### src/rtl/alu_ctrl_pkg.sv
// Shared ALU control encodings and opcode constants for the issue arbiter and its decoder.
// The ALU codes are the contract between the decoder and the ALU.
package alu_ctrl_pkg;

  localparam logic [6:0] OP_R = 7'b0110011;
  localparam logic [6:0] OP_I = 7'b0010011;

  localparam logic [4:0] ALU_ADD     = 5'b00000;
  localparam logic [4:0] ALU_SUB     = 5'b00001;
  localparam logic [4:0] ALU_SLL     = 5'b00010;
  localparam logic [4:0] ALU_SLT     = 5'b00011;
  localparam logic [4:0] ALU_SLTU    = 5'b00100;
  localparam logic [4:0] ALU_XOR     = 5'b00101;
  localparam logic [4:0] ALU_SRL     = 5'b00110;
  localparam logic [4:0] ALU_SRA     = 5'b00111;
  localparam logic [4:0] ALU_OR      = 5'b01000;
  localparam logic [4:0] ALU_AND     = 5'b01001;
  localparam logic [4:0] ALU_ADDI    = 5'b01010;
  localparam logic [4:0] ALU_SLTI    = 5'b01011;
  localparam logic [4:0] ALU_SLTIU   = 5'b01100;
  localparam logic [4:0] ALU_XORI    = 5'b01101;
  localparam logic [4:0] ALU_ORI     = 5'b01110;
  localparam logic [4:0] ALU_ANDI    = 5'b01111;
  localparam logic [4:0] ALU_SLLI    = 5'b10001;
  localparam logic [4:0] ALU_SRLI    = 5'b10010;
  localparam logic [4:0] ALU_SRAI    = 5'b10011;
  localparam logic [4:0] ALU_ILLEGAL = 5'b11111;

  // Immediate-form codes take the sign-extended 12-bit immediate from b[11:0].
  function automatic logic uses_imm(input logic [4:0] ctl);
    return ctl inside {ALU_ADDI, ALU_SLTI, ALU_SLTIU, ALU_XORI, ALU_ORI,
                       ALU_ANDI, ALU_SLLI, ALU_SRLI, ALU_SRAI};
  endfunction

endpackage

### src/rtl/alu_core.sv
// Single-cycle 32-bit integer ALU driven by the 5-bit control code.
// Immediate forms sign-extend b[11:0]; the illegal code yields zero.
module alu_core
  import alu_ctrl_pkg::*;
(
  input  logic [4:0]  alu_ctl_i,
  input  logic [31:0] a_i,
  input  logic [31:0] b_i,
  output logic [31:0] result_o
);

  logic [31:0] imm;
  logic [31:0] opb;
  logic [4:0]  shamt;

  assign imm   = {{20{b_i[11]}}, b_i[11:0]};
  assign opb   = uses_imm(alu_ctl_i) ? imm : b_i;
  assign shamt = opb[4:0];

  always_comb begin
    result_o = '0;
    case (alu_ctl_i)
      ALU_ADD, ALU_ADDI:   result_o = a_i + opb;
      ALU_SUB:             result_o = a_i - opb;
      ALU_SLL, ALU_SLLI:   result_o = a_i << shamt;
      ALU_SLT, ALU_SLTI:   result_o = {31'b0, $signed(a_i) < $signed(opb)};
      ALU_SLTU, ALU_SLTIU: result_o = {31'b0, a_i < opb};
      ALU_XOR, ALU_XORI:   result_o = a_i ^ opb;
      ALU_SRL, ALU_SRLI:   result_o = a_i >> shamt;
      ALU_SRA, ALU_SRAI:   result_o = $unsigned($signed(a_i) >>> shamt);
      ALU_OR, ALU_ORI:     result_o = a_i | opb;
      ALU_AND, ALU_ANDI:   result_o = a_i & opb;
      default:             result_o = '0;
    endcase
  end

endmodule

### src/rtl/alu_op_decode.sv
// Combinational RV32I opcode/funct3/funct7[5] to ALU control decode.
// Anything that is not a legal OP or OP-IMM encoding maps to ALU_ILLEGAL.
module alu_op_decode
  import alu_ctrl_pkg::*;
(
  input  logic [6:0] opcode_i,
  input  logic [2:0] funct3_i,
  input  logic       funct7b5_i,
  output logic [4:0] alu_ctl_o,
  output logic       illegal_o
);

  always_comb begin
    alu_ctl_o = ALU_ILLEGAL;
    if (opcode_i == OP_R) begin
      case (funct3_i)
        3'b000:  alu_ctl_o = funct7b5_i ? ALU_SUB : ALU_ADD;
        3'b001:  alu_ctl_o = funct7b5_i ? ALU_ILLEGAL : ALU_SLL;
        3'b010:  alu_ctl_o = funct7b5_i ? ALU_ILLEGAL : ALU_SLT;
        3'b011:  alu_ctl_o = funct7b5_i ? ALU_ILLEGAL : ALU_SLTU;
        3'b100:  alu_ctl_o = funct7b5_i ? ALU_ILLEGAL : ALU_XOR;
        3'b101:  alu_ctl_o = funct7b5_i ? ALU_SRA : ALU_SRL;
        3'b110:  alu_ctl_o = funct7b5_i ? ALU_ILLEGAL : ALU_OR;
        default: alu_ctl_o = funct7b5_i ? ALU_ILLEGAL : ALU_AND;
      endcase
    end else if (opcode_i == OP_I) begin
      // Outside the shifts, inst[30] is just an immediate bit and is ignored.
      case (funct3_i)
        3'b000:  alu_ctl_o = ALU_ADDI;
        3'b001:  alu_ctl_o = funct7b5_i ? ALU_ILLEGAL : ALU_SLLI;
        3'b010:  alu_ctl_o = ALU_SLTI;
        3'b011:  alu_ctl_o = ALU_SLTIU;
        3'b100:  alu_ctl_o = ALU_XORI;
        3'b101:  alu_ctl_o = funct7b5_i ? ALU_SRAI : ALU_SRLI;
        3'b110:  alu_ctl_o = ALU_ORI;
        default: alu_ctl_o = ALU_ANDI;
      endcase
    end
    illegal_o = (alu_ctl_o == ALU_ILLEGAL);
  end

endmodule

### src/rtl/alu_issue_arbiter.sv
// Shares one ALU between the execute stage (req0) and the branch/address unit (req1),
// with round-robin (or fixed) arbitration and a one-entry registered result slot.
module alu_issue_arbiter
  import alu_ctrl_pkg::*;
#(
  parameter int TAG_W      = 4,
  parameter int PRIO_FIXED = 0
) (
  input  logic             clk,
  input  logic             rst,
  input  logic             req0_valid_i,
  output logic             req0_ready_o,
  input  logic [6:0]       req0_opcode_i,
  input  logic [2:0]       req0_funct3_i,
  input  logic             req0_funct7b5_i,
  input  logic [31:0]      req0_a_i,
  input  logic [31:0]      req0_b_i,
  input  logic [TAG_W-1:0] req0_tag_i,
  input  logic             req1_valid_i,
  output logic             req1_ready_o,
  input  logic [6:0]       req1_opcode_i,
  input  logic [2:0]       req1_funct3_i,
  input  logic             req1_funct7b5_i,
  input  logic [31:0]      req1_a_i,
  input  logic [31:0]      req1_b_i,
  input  logic [TAG_W-1:0] req1_tag_i,
  output logic             rsp_valid_o,
  input  logic             rsp_ready_i,
  output logic             rsp_id_o,
  output logic [TAG_W-1:0] rsp_tag_o,
  output logic [31:0]      rsp_result_o,
  output logic             rsp_illegal_o,
  output logic             rr_last_o
);

  // Handshake: a transfer happens on a rising edge where valid & ready are both high.
  // Producers hold valid and payload until ready; ready may depend combinationally on
  // rsp_ready_i, so a full slot drains and reloads in the same cycle.

  logic             rsp_valid_q, rsp_valid_d;
  logic             rsp_id_q, rsp_id_d;
  logic [TAG_W-1:0] rsp_tag_q, rsp_tag_d;
  logic [31:0]      rsp_result_q, rsp_result_d;
  logic             rsp_illegal_q, rsp_illegal_d;
  logic             rr_last_q, rr_last_d;

  logic             slot_free;
  logic             any_valid;
  logic             grant_id;
  logic             accept;

  logic [6:0]       sel_opcode;
  logic [2:0]       sel_funct3;
  logic             sel_funct7b5;
  logic [31:0]      sel_a;
  logic [31:0]      sel_b;
  logic [TAG_W-1:0] sel_tag;
  logic [4:0]       alu_ctl;
  logic             dec_illegal;
  logic [31:0]      alu_result;

  assign slot_free = !rsp_valid_q || rsp_ready_i;
  assign any_valid = req0_valid_i || req1_valid_i;
  assign accept    = slot_free && any_valid;

  // rr_last names the requester that won last; on contention the other one wins.
  always_comb begin
    grant_id = 1'b0;
    if (req0_valid_i && req1_valid_i) begin
      grant_id = (PRIO_FIXED != 0) ? 1'b0 : !rr_last_q;
    end else if (req1_valid_i) begin
      grant_id = 1'b1;
    end
  end

  assign req0_ready_o = slot_free && req0_valid_i && (grant_id == 1'b0);
  assign req1_ready_o = slot_free && req1_valid_i && (grant_id == 1'b1);

  always_comb begin
    sel_opcode   = req0_opcode_i;
    sel_funct3   = req0_funct3_i;
    sel_funct7b5 = req0_funct7b5_i;
    sel_a        = req0_a_i;
    sel_b        = req0_b_i;
    sel_tag      = req0_tag_i;
    if (grant_id) begin
      sel_opcode   = req1_opcode_i;
      sel_funct3   = req1_funct3_i;
      sel_funct7b5 = req1_funct7b5_i;
      sel_a        = req1_a_i;
      sel_b        = req1_b_i;
      sel_tag      = req1_tag_i;
    end
  end

  alu_op_decode u_decode (
    .opcode_i   (sel_opcode),
    .funct3_i   (sel_funct3),
    .funct7b5_i (sel_funct7b5),
    .alu_ctl_o  (alu_ctl),
    .illegal_o  (dec_illegal)
  );

  alu_core u_alu (
    .alu_ctl_i (alu_ctl),
    .a_i       (sel_a),
    .b_i       (sel_b),
    .result_o  (alu_result)
  );

  always_comb begin
    rsp_valid_d   = rsp_valid_q;
    rsp_id_d      = rsp_id_q;
    rsp_tag_d     = rsp_tag_q;
    rsp_result_d  = rsp_result_q;
    rsp_illegal_d = rsp_illegal_q;
    rr_last_d     = rr_last_q;
    if (accept) begin
      rsp_valid_d   = 1'b1;
      rsp_id_d      = grant_id;
      rsp_tag_d     = sel_tag;
      rsp_result_d  = alu_result;
      rsp_illegal_d = dec_illegal;
      rr_last_d     = grant_id;
    end else if (rsp_ready_i) begin
      // Drain without refill: payload fields keep their last value.
      rsp_valid_d = 1'b0;
    end
  end

  always_ff @(posedge clk or posedge rst) begin
    if (rst) begin
      rsp_valid_q   <= 1'b0;
      rsp_id_q      <= 1'b0;
      rsp_tag_q     <= '0;
      rsp_result_q  <= '0;
      rsp_illegal_q <= 1'b0;
      rr_last_q     <= 1'b1;
    end else begin
      rsp_valid_q   <= rsp_valid_d;
      rsp_id_q      <= rsp_id_d;
      rsp_tag_q     <= rsp_tag_d;
      rsp_result_q  <= rsp_result_d;
      rsp_illegal_q <= rsp_illegal_d;
      rr_last_q     <= rr_last_d;
    end
  end

  assign rsp_valid_o   = rsp_valid_q;
  assign rsp_id_o      = rsp_id_q;
  assign rsp_tag_o     = rsp_tag_q;
  assign rsp_result_o  = rsp_result_q;
  assign rsp_illegal_o = rsp_illegal_q;
  assign rr_last_o     = rr_last_q;

endmodule

### config.mk
export PLATFORM = sky130hd
export DESIGN_NAME = alu_issue_arbiter
export DESIGN_NICKNAME = d
export VERILOG_FILES = /design/src/rtl/alu_ctrl_pkg.sv /design/src/rtl/alu_core.sv /design/src/rtl/alu_op_decode.sv /design/src/rtl/alu_issue_arbiter.sv
export SDC_FILE = /design/constraint.sdc
export NUM_CORES = 1
export LEC_CHECK = 0
export CAP_MARGIN = 20
export CELL_PAD_IN_SITES_DETAIL_PLACEMENT = 0
export CELL_PAD_IN_SITES_GLOBAL_PLACEMENT = 2
export CORE_MARGIN = 4
export CORE_UTILIZATION = 29
export CTS_CLUSTER_DIAMETER = 60
export CTS_CLUSTER_SIZE = 10
export DETAILED_ROUTE_END_ITERATION = 8
export GPL_TIMING_DRIVEN = 0
export PLACE_DENSITY = 0.88
export SYNTH_ARGS = -nofsm -noshare
export SYNTH_HDL_FRONTEND = slang
export SYNTH_SLANG_ARGS = --single-unit
### constraint.sdc
create_clock -name clk -period 4.8 [get_ports clk]
set_input_delay 0.96 -clock clk [delete_from_list [all_inputs] [get_ports clk]]
set_output_delay 0.96 -clock clk [all_outputs]
set_load 0.02 [all_outputs]
==> results of run 1 <==
[flip-flops by register name, summed over array words and instances, names as in the netlist]
name           count
rsp_valid_o        1
rr_last_o          1
rsp_tag_o          4
rsp_id_o           1
rsp_result_o      32
rsp_illegal_o      1
[critical path: stages]
cell,delay (ns)
buf_8,0.10
a21bo_4,0.20
buf_6,0.16
buf_12,0.16
buf_12,0.16
buf_12,0.17
nand2_1,0.10
nand2_4,0.17
nor2_4,0.06
buf_8,0.13
a31oi_4,0.34
ha_4,0.28
or4_4,0.54
buf_4,0.16
nor4_4,0.18
nand3_4,0.16
a31oi_4,0.29
o211a_4,0.23
o211ai_1,0.24
a22o_1,0.34
a2111oi_4,0.32
nand2_1,0.10
[how the worst max path moves through the flow]
| stage | from | endpoint | slack [ns] | cells after the start |
|---|---|---|---|---|
| 2_1_floorplan | req1_valid_i | rsp_result_o[31]$_DFFE_PP0P_ | -0.34 | 23 |
| 3_3_place_gp | req0_valid_i | rsp_result_o[31]$_DFFE_PP0P_ | -2.93 | 23 |
| 3_5_place_dp | req0_valid_i | rsp_result_o[31]$_DFFE_PP0P_ | -2.94 | 23 |
| 4_1_cts | req1_opcode_i[3] | rsp_result_o[31]$_DFFE_PP0P_ | -0.83 | 21 |
| 5_1_grt | req1_valid_i | rsp_result_o[30]$_DFFE_PP0P_ | -0.70 | 23 |
| 6_report | req1_valid_i | rsp_result_o[30]$_DFFE_PP0P_ | -0.61 | 22 |
[cell usage in the layout, fill, tap and decap left out, types with 14 or more instances in the layout]
cell,Yosys,layout
o211ai_1,29,29
mux2i_1,214,204
and2_1,36,24
nand3_1,52,48
a21o_1,22,22
nor3_1,39,35
nor2b_1,30,25
buf_2,40,26
nor2_1,162,157
dlymetal6s2s_1,0,14
a31oi_1,59,47
o21ai_0,94,78
ha_1,98,84
a211oi_1,54,49
a21oi_1,167,154
and3_1,19,18
clkdlybuf4s50_1,0,179
clkbuf_1,82,47
inv_1,98,93
mux2_2,42,41
buf_6,4,17
buf_4,10,80
dfrtp_1,39,39
nand2_1,259,257
[metal layers]
layer | global-route usage | vias up | part of all wire
met2 | 0.515 | 1073 | 0.43
li1 | - | 7816 | -
met4 | 0.177 | 0 | 0.068
met3 | 0.0622 | 218 | 0.088
met5 | 0 | - | 0
met1 | 0.450 | 8964 | 0.42
[power by group]
group	internal, mW	switching (mW)
logic	1.11	1.91
registers	0.370	0.0241
clock network	0.196	0.197
[repair_timing]
item / in CTS / in global routing
setup endpoints to repair: 34 / 30
gates resized for setup: 226 / 121
gates cloned: 0 / 0
pin swaps: 53 / 50
buffers inserted: 40 / 39
[cells by family after synthesis]
group	share of synthesized area
adders and majority gates	0.0938
DFF	0.0743
muxes	0.201
buffers and inverters	0.0799
xor gates and xnor gates	0.00779
and+or+nand+nor	0.227
AOI/OAI and AO/OA	0.316
[metrics by stage]
stage / cell area (sq um) / utilization / TNS, ns / instances
finish: 18300 / 0.401 / -6.60 / 2837
global route: 18300 / 0.401 / -7.83 / 2837
CTS: 17800 / 0.389 / -8.16 / 2805
detailed placement: 16500 / 0.361 / -62.12 / 2769
global placement: 16500 / 0.360 / -63.07 / 2766
floorplan: 13700 / - / -0.682 / 1966
[area by class of cell]
class                           count  area share
Buffer                            139      0.0565
Clock buffer                        6     0.00703
Clock inverter                      2    0.000887
Inverter                          100      0.0206
Multi-Input combinational cell   1670       0.672
Sequential cell                    40      0.0547
Tap cell                          600      0.0410
Timing Repair Buffer              280       0.147
==> metrics, run 1 <==
status finished with violations; failing checks negative setup slack; DIE AREA 50100 sq um; antenna violations before repair 3; Num CTS Buffers 5; Async S/R FF share, synth 1.00; area of the mapped netlist 13500 sq um; Crit Path Category in -> reg; number of library cell types mapped by synthesis 91; reported max-cap violation count 0; Seq/Total Area, Yosys 0.0743; Arr. time, crit path 5.61 ns; Synth warnings 0; Worst Slack Setup Final -0.610 ns; flop and latch count out of synthesis 40; critical path peak fanout 16; layout cells sized above 1 0.170; max-slew violations 0; Layout fillers 4851; Clk Latency, worst-skew pair 0.32 ns; vias in the first global route approximately 17000; ant diodes 0; most frequent cell after synthesis nand2_1; DRC viols 0; Root Buffer clkbuf_16; DR WL/cell 31.2 microns; Tot Pwr 3.81 mW; Die Wd 224 microns; Post-synth EDFFs 0; Final HPWL DP 71900 microns; RSZ-0062 raised after global routing true; reg2reg setup slack -0.42 ns; final critical-path share of the clock period 1.13; Reg2Reg Depth 21; hold depth 1; All-Layer GR Usage 0.336; top post-synthesis cells by count 259 x nand2_1, 214 x mux2i_1, 167 x a21oi_1; HP Start rsp_id_o$_DFFE_PP0P_; largest cells by area after synthesis mux2i_1 16%, ha_1 9.1%, dfrtp_1 7.2%; post-synthesis net count 2229; Final Hold Viols 0; DRT Pass-1 Iters 6; CTS clock-pin slew for the worst setup and hold paths 0.08 ns; Avg Inst Size Synth between 6 and 7 sq um; clock sink total 40; largest net degree at the start of global routing 31; multi-input logic area around 12000 sq um; Area Growth Syn to Fin 35.8%; hold endpoint rsp_id_o$_DFFE_PP0P_; leakage 7.84 nW; startpoint types primary input; Worst R2R End rsp_result_o[30]$_DFFE_PP0P_; crit end category register; Worst VDD drop 133 uV; Final setup viols 20; fin crit period 5.41 ns; area leader, netlist mux2i_1; Hold Worst Slack 0.489 ns; hold_buf cts 0; area taken by flip-flops and latches about 1000 sq um; I/O Buffers 200; drt via density approximately 6.4; Remaining Overflow, GRT 0; Top Ports 205; Synth Instances 1966; Slew headroom 0.207; clk_skew between 0.006 and 0.007 ns; FF-to-FF Start rr_last_o$_DFFE_PP1P_; Fmax 0.185 GHz; global-route wire length before repair 125000 microns; Hold Crit Class reg -> reg; Total Routed Length 88700 microns; Die Height 224 microns; Nets 2499; ys flop type dfrtp_1; Worst Tran Pin Value between 1 and 1.5 ns; Initial Util 0.295; CTS tree done; Pwr Density 208 nW/um^2; share of the synthesized area in the top cell type 0.159; Place WS -2.94 ns; core area around 46000 sq um; Bufs on Longest Clock Path 2; routed via count 18100; Detail Route Antenna Nets 0; row cnt 78; DR iter-0 viols just under 2000; Req. time, crit path 5.00 ns; htree depth 2; routability cong. 1.01
No activity file was read; power rests on OpenSTA's default activity.
==> run 2, diff against run 1 <==
- CAP_MARGIN: 20 -> 10
==> run 2 against run 1 <==
The run still ends with negative setup slack left. Flip-flop and latch count stayed put. Setup slack better by 0.036 ns. First-iteration DRC count is 3.7% higher. Via count is 0.46% lower. Sequential power hardly changed. Final area is 1.1% higher. Count of clock-buffer cells in the layout stayed put. Core utilization is 0.45 points higher. Die area stayed put. Clock power hardly changed. Total power is 0.75% higher. Clock skew is 0.0032 ns higher. Highest routed layer unchanged.
==> metrics, run 2 (same netlist as run 1, synthesis figures left out) <==
status finished with violations; failing checks negative setup slack; hold endpoint rsp_id_o$_DFFE_PP0P_; Root Buffer clkbuf_16; Slew headroom 0.183 (-0.0232); Hold Crit Class reg -> reg; DRC viols 0 (unchanged); global-route wire length before repair 125000 microns (unchanged); largest net degree at the start of global routing 31 (unchanged); Top Family by Delay on Critical Path compound AO/OA/AOI/OAI gates; Worst R2R End rsp_result_o[19]$_DFFE_PP0P_; max FFs per register 32 (unchanged); Total Routed Length 88700 microns (about the same); Pwr Density 207 nW/um^2 (-0.37%); htree depth 2 (unchanged); Fmax 0.186 GHz (+0.68%); CP peak stage delay 0.53 ns (about the same); Final setup viols 18 (-10%); final critical-path share of the clock period 1.12 (-0.00759); Place WS -2.96 ns (-0.0121 ns); DR iter-0 viols 2052 (+3.7%); Hold Worst Slack 0.483 ns (-0.00654 ns); Remaining Overflow, GRT 0 (unchanged); CTS tree done; Area Growth Syn to Fin 37.3%; max-slew violations 0 (unchanged); leakage 7.91 nW (+0.85%); Req. time, crit path 4.97 ns (-0.03 ns); Detail Route Antenna Nets 0 (unchanged); I/O Buffers 200 (unchanged); CP bufs+invs 11 (+4); Die Height 224 microns (unchanged); HP Start rsp_id_o$_DFFE_PP0P_; startpoint types primary input; Clk Latency, worst-skew pair 0.32 ns (about the same); routed via count 18000 (-0.46%); slowest cell on the critical path or4_4; fin crit period 5.37 ns (-0.0364 ns); routability cong. 1.01 (unchanged); reg2reg setup slack -0.33 ns (+0.09 ns); drt via density 6.32 (-0.81%); Num CTS Buffers 5 (unchanged); clk_skew 0.0101 ns (+0.00319 ns); CP dominant cell by count buf_6; commonest non-fill, non-tap cells in the layout 256 x nand2_1, 205 x mux2i_1, 179 x clkdlybuf4s50_1; critical path peak fanout 4 (-12); Initial Util 0.295 (unchanged); CTS clock-pin slew for the worst setup and hold paths 0.08 ns (about the same); Worst Tran Pin Value 1.21 ns (+0.0280 ns); clock sink total 40 (unchanged); FF-to-FF Start rr_last_o$_DFFE_PP1P_; layout cells sized above 1 0.176 (+0.00592); Final HPWL DP 71900 microns (about the same); Crit Path Category in -> reg; Reg2Reg Depth 26 (+24%); reported max-cap violation count 0 (unchanged); antenna violations before repair 1 (-2); RSZ-0062 raised after global routing true; Arr. time, crit path 5.55 ns (-0.06 ns); Worst VDD drop 137 uV (+2.9%); Bufs on Longest Clock Path 2 (unchanged); All-Layer GR Usage 0.335 (-0.000915); core area 45700 sq um (unchanged); Top Ports 205 (unchanged); commonest non-fill, non-tap cell in the layout nand2_1; vias in the first global route 17400 (-0.54%); Worst Slack Setup Final -0.573 ns (+0.0364 ns); Die Wd 224 microns (unchanged); row cnt 78 (unchanged); DRT Pass-1 Iters 5 (-1); ant diodes 0 (unchanged); Final Hold Viols 0 (unchanged); Nets 2509 (+0.40%); setup TNS -6.04 ns (+0.558 ns); crit end category register; hold depth 1 (unchanged); hold_buf cts 0 (unchanged); DR WL/cell 31.1 microns (-0.33%); DIE AREA 50100 sq um (unchanged)
run 2: stage by stage:
step	utilization	total power, mW	area, sq um	std cells
final	0.406	3.84	18500	2847
after global placement	0.360	3.02	16500	2766
after global routing	0.406	3.99	18500	2847
after CTS	0.389	3.61	17800	2808
after detailed placement	0.361	3.02	16500	2769
after floorplan	-	1.97	13700	1966
run 2: report_power, final:
part / internal [mW] / leakage, nW / switching, mW / total (mW)
clock: 0.196 / 0.0671 / 0.197 / 0.393
sequential: 0.370 / 0.504 / 0.0239 / 0.394
combinational: 1.13 / 7.34 / 1.92 / 3.05
run 2: routing by layer:
metal / track usage / vias up / share of wire
li1: - / 7824 / -
met1: 0.452 / 8921 / 0.42
met2: 0.517 / 1048 / 0.43
met3: 0.0582 / 195 / 0.086
met4: 0.166 / 0 / 0.063
met5: 0 / - / 0
run 2: cell type report:
cell class                      instances  area, sq um
Inverter                              100          382
Buffer                                138         1030
Sequential cell                        40         1000
Multi-Input combinational cell       1670        12400
Tap cell                              600          751
Timing Repair Buffer                  291         2850
Clock buffer                            6          129
Fill cell                            4868        27100
Clock inverter                          2         16.3
run 2: worst max-delay path by stage:
| stage | startpoint | end | slack, ns | depth (start not counted) |
|---|---|---|---|---|
| floorplan | req1_valid_i | rsp_result_o[31]$_DFFE_PP0P_ | -0.34 | 23 |
| global placement | req0_valid_i | rsp_result_o[31]$_DFFE_PP0P_ | -2.93 | 23 |
| detailed placement | req0_valid_i | rsp_result_o[31]$_DFFE_PP0P_ | -2.96 | 23 |
| CTS | req1_opcode_i[3] | rsp_result_o[31]$_DFFE_PP0P_ | -0.84 | 21 |
| global route | req1_funct3_i[1] | rsp_result_o[19]$_DFFE_PP0P_ | -0.66 | 25 |
| finish | req0_valid_i | rsp_result_o[19]$_DFFE_PP0P_ | -0.57 | 26 |
run 2: what timing repair did:
item,CTS,global route
buffers inserted,42,48
gates resized for setup,230,145
setup endpoints to repair,34,29
cloned,0,1
pin swaps,46,50
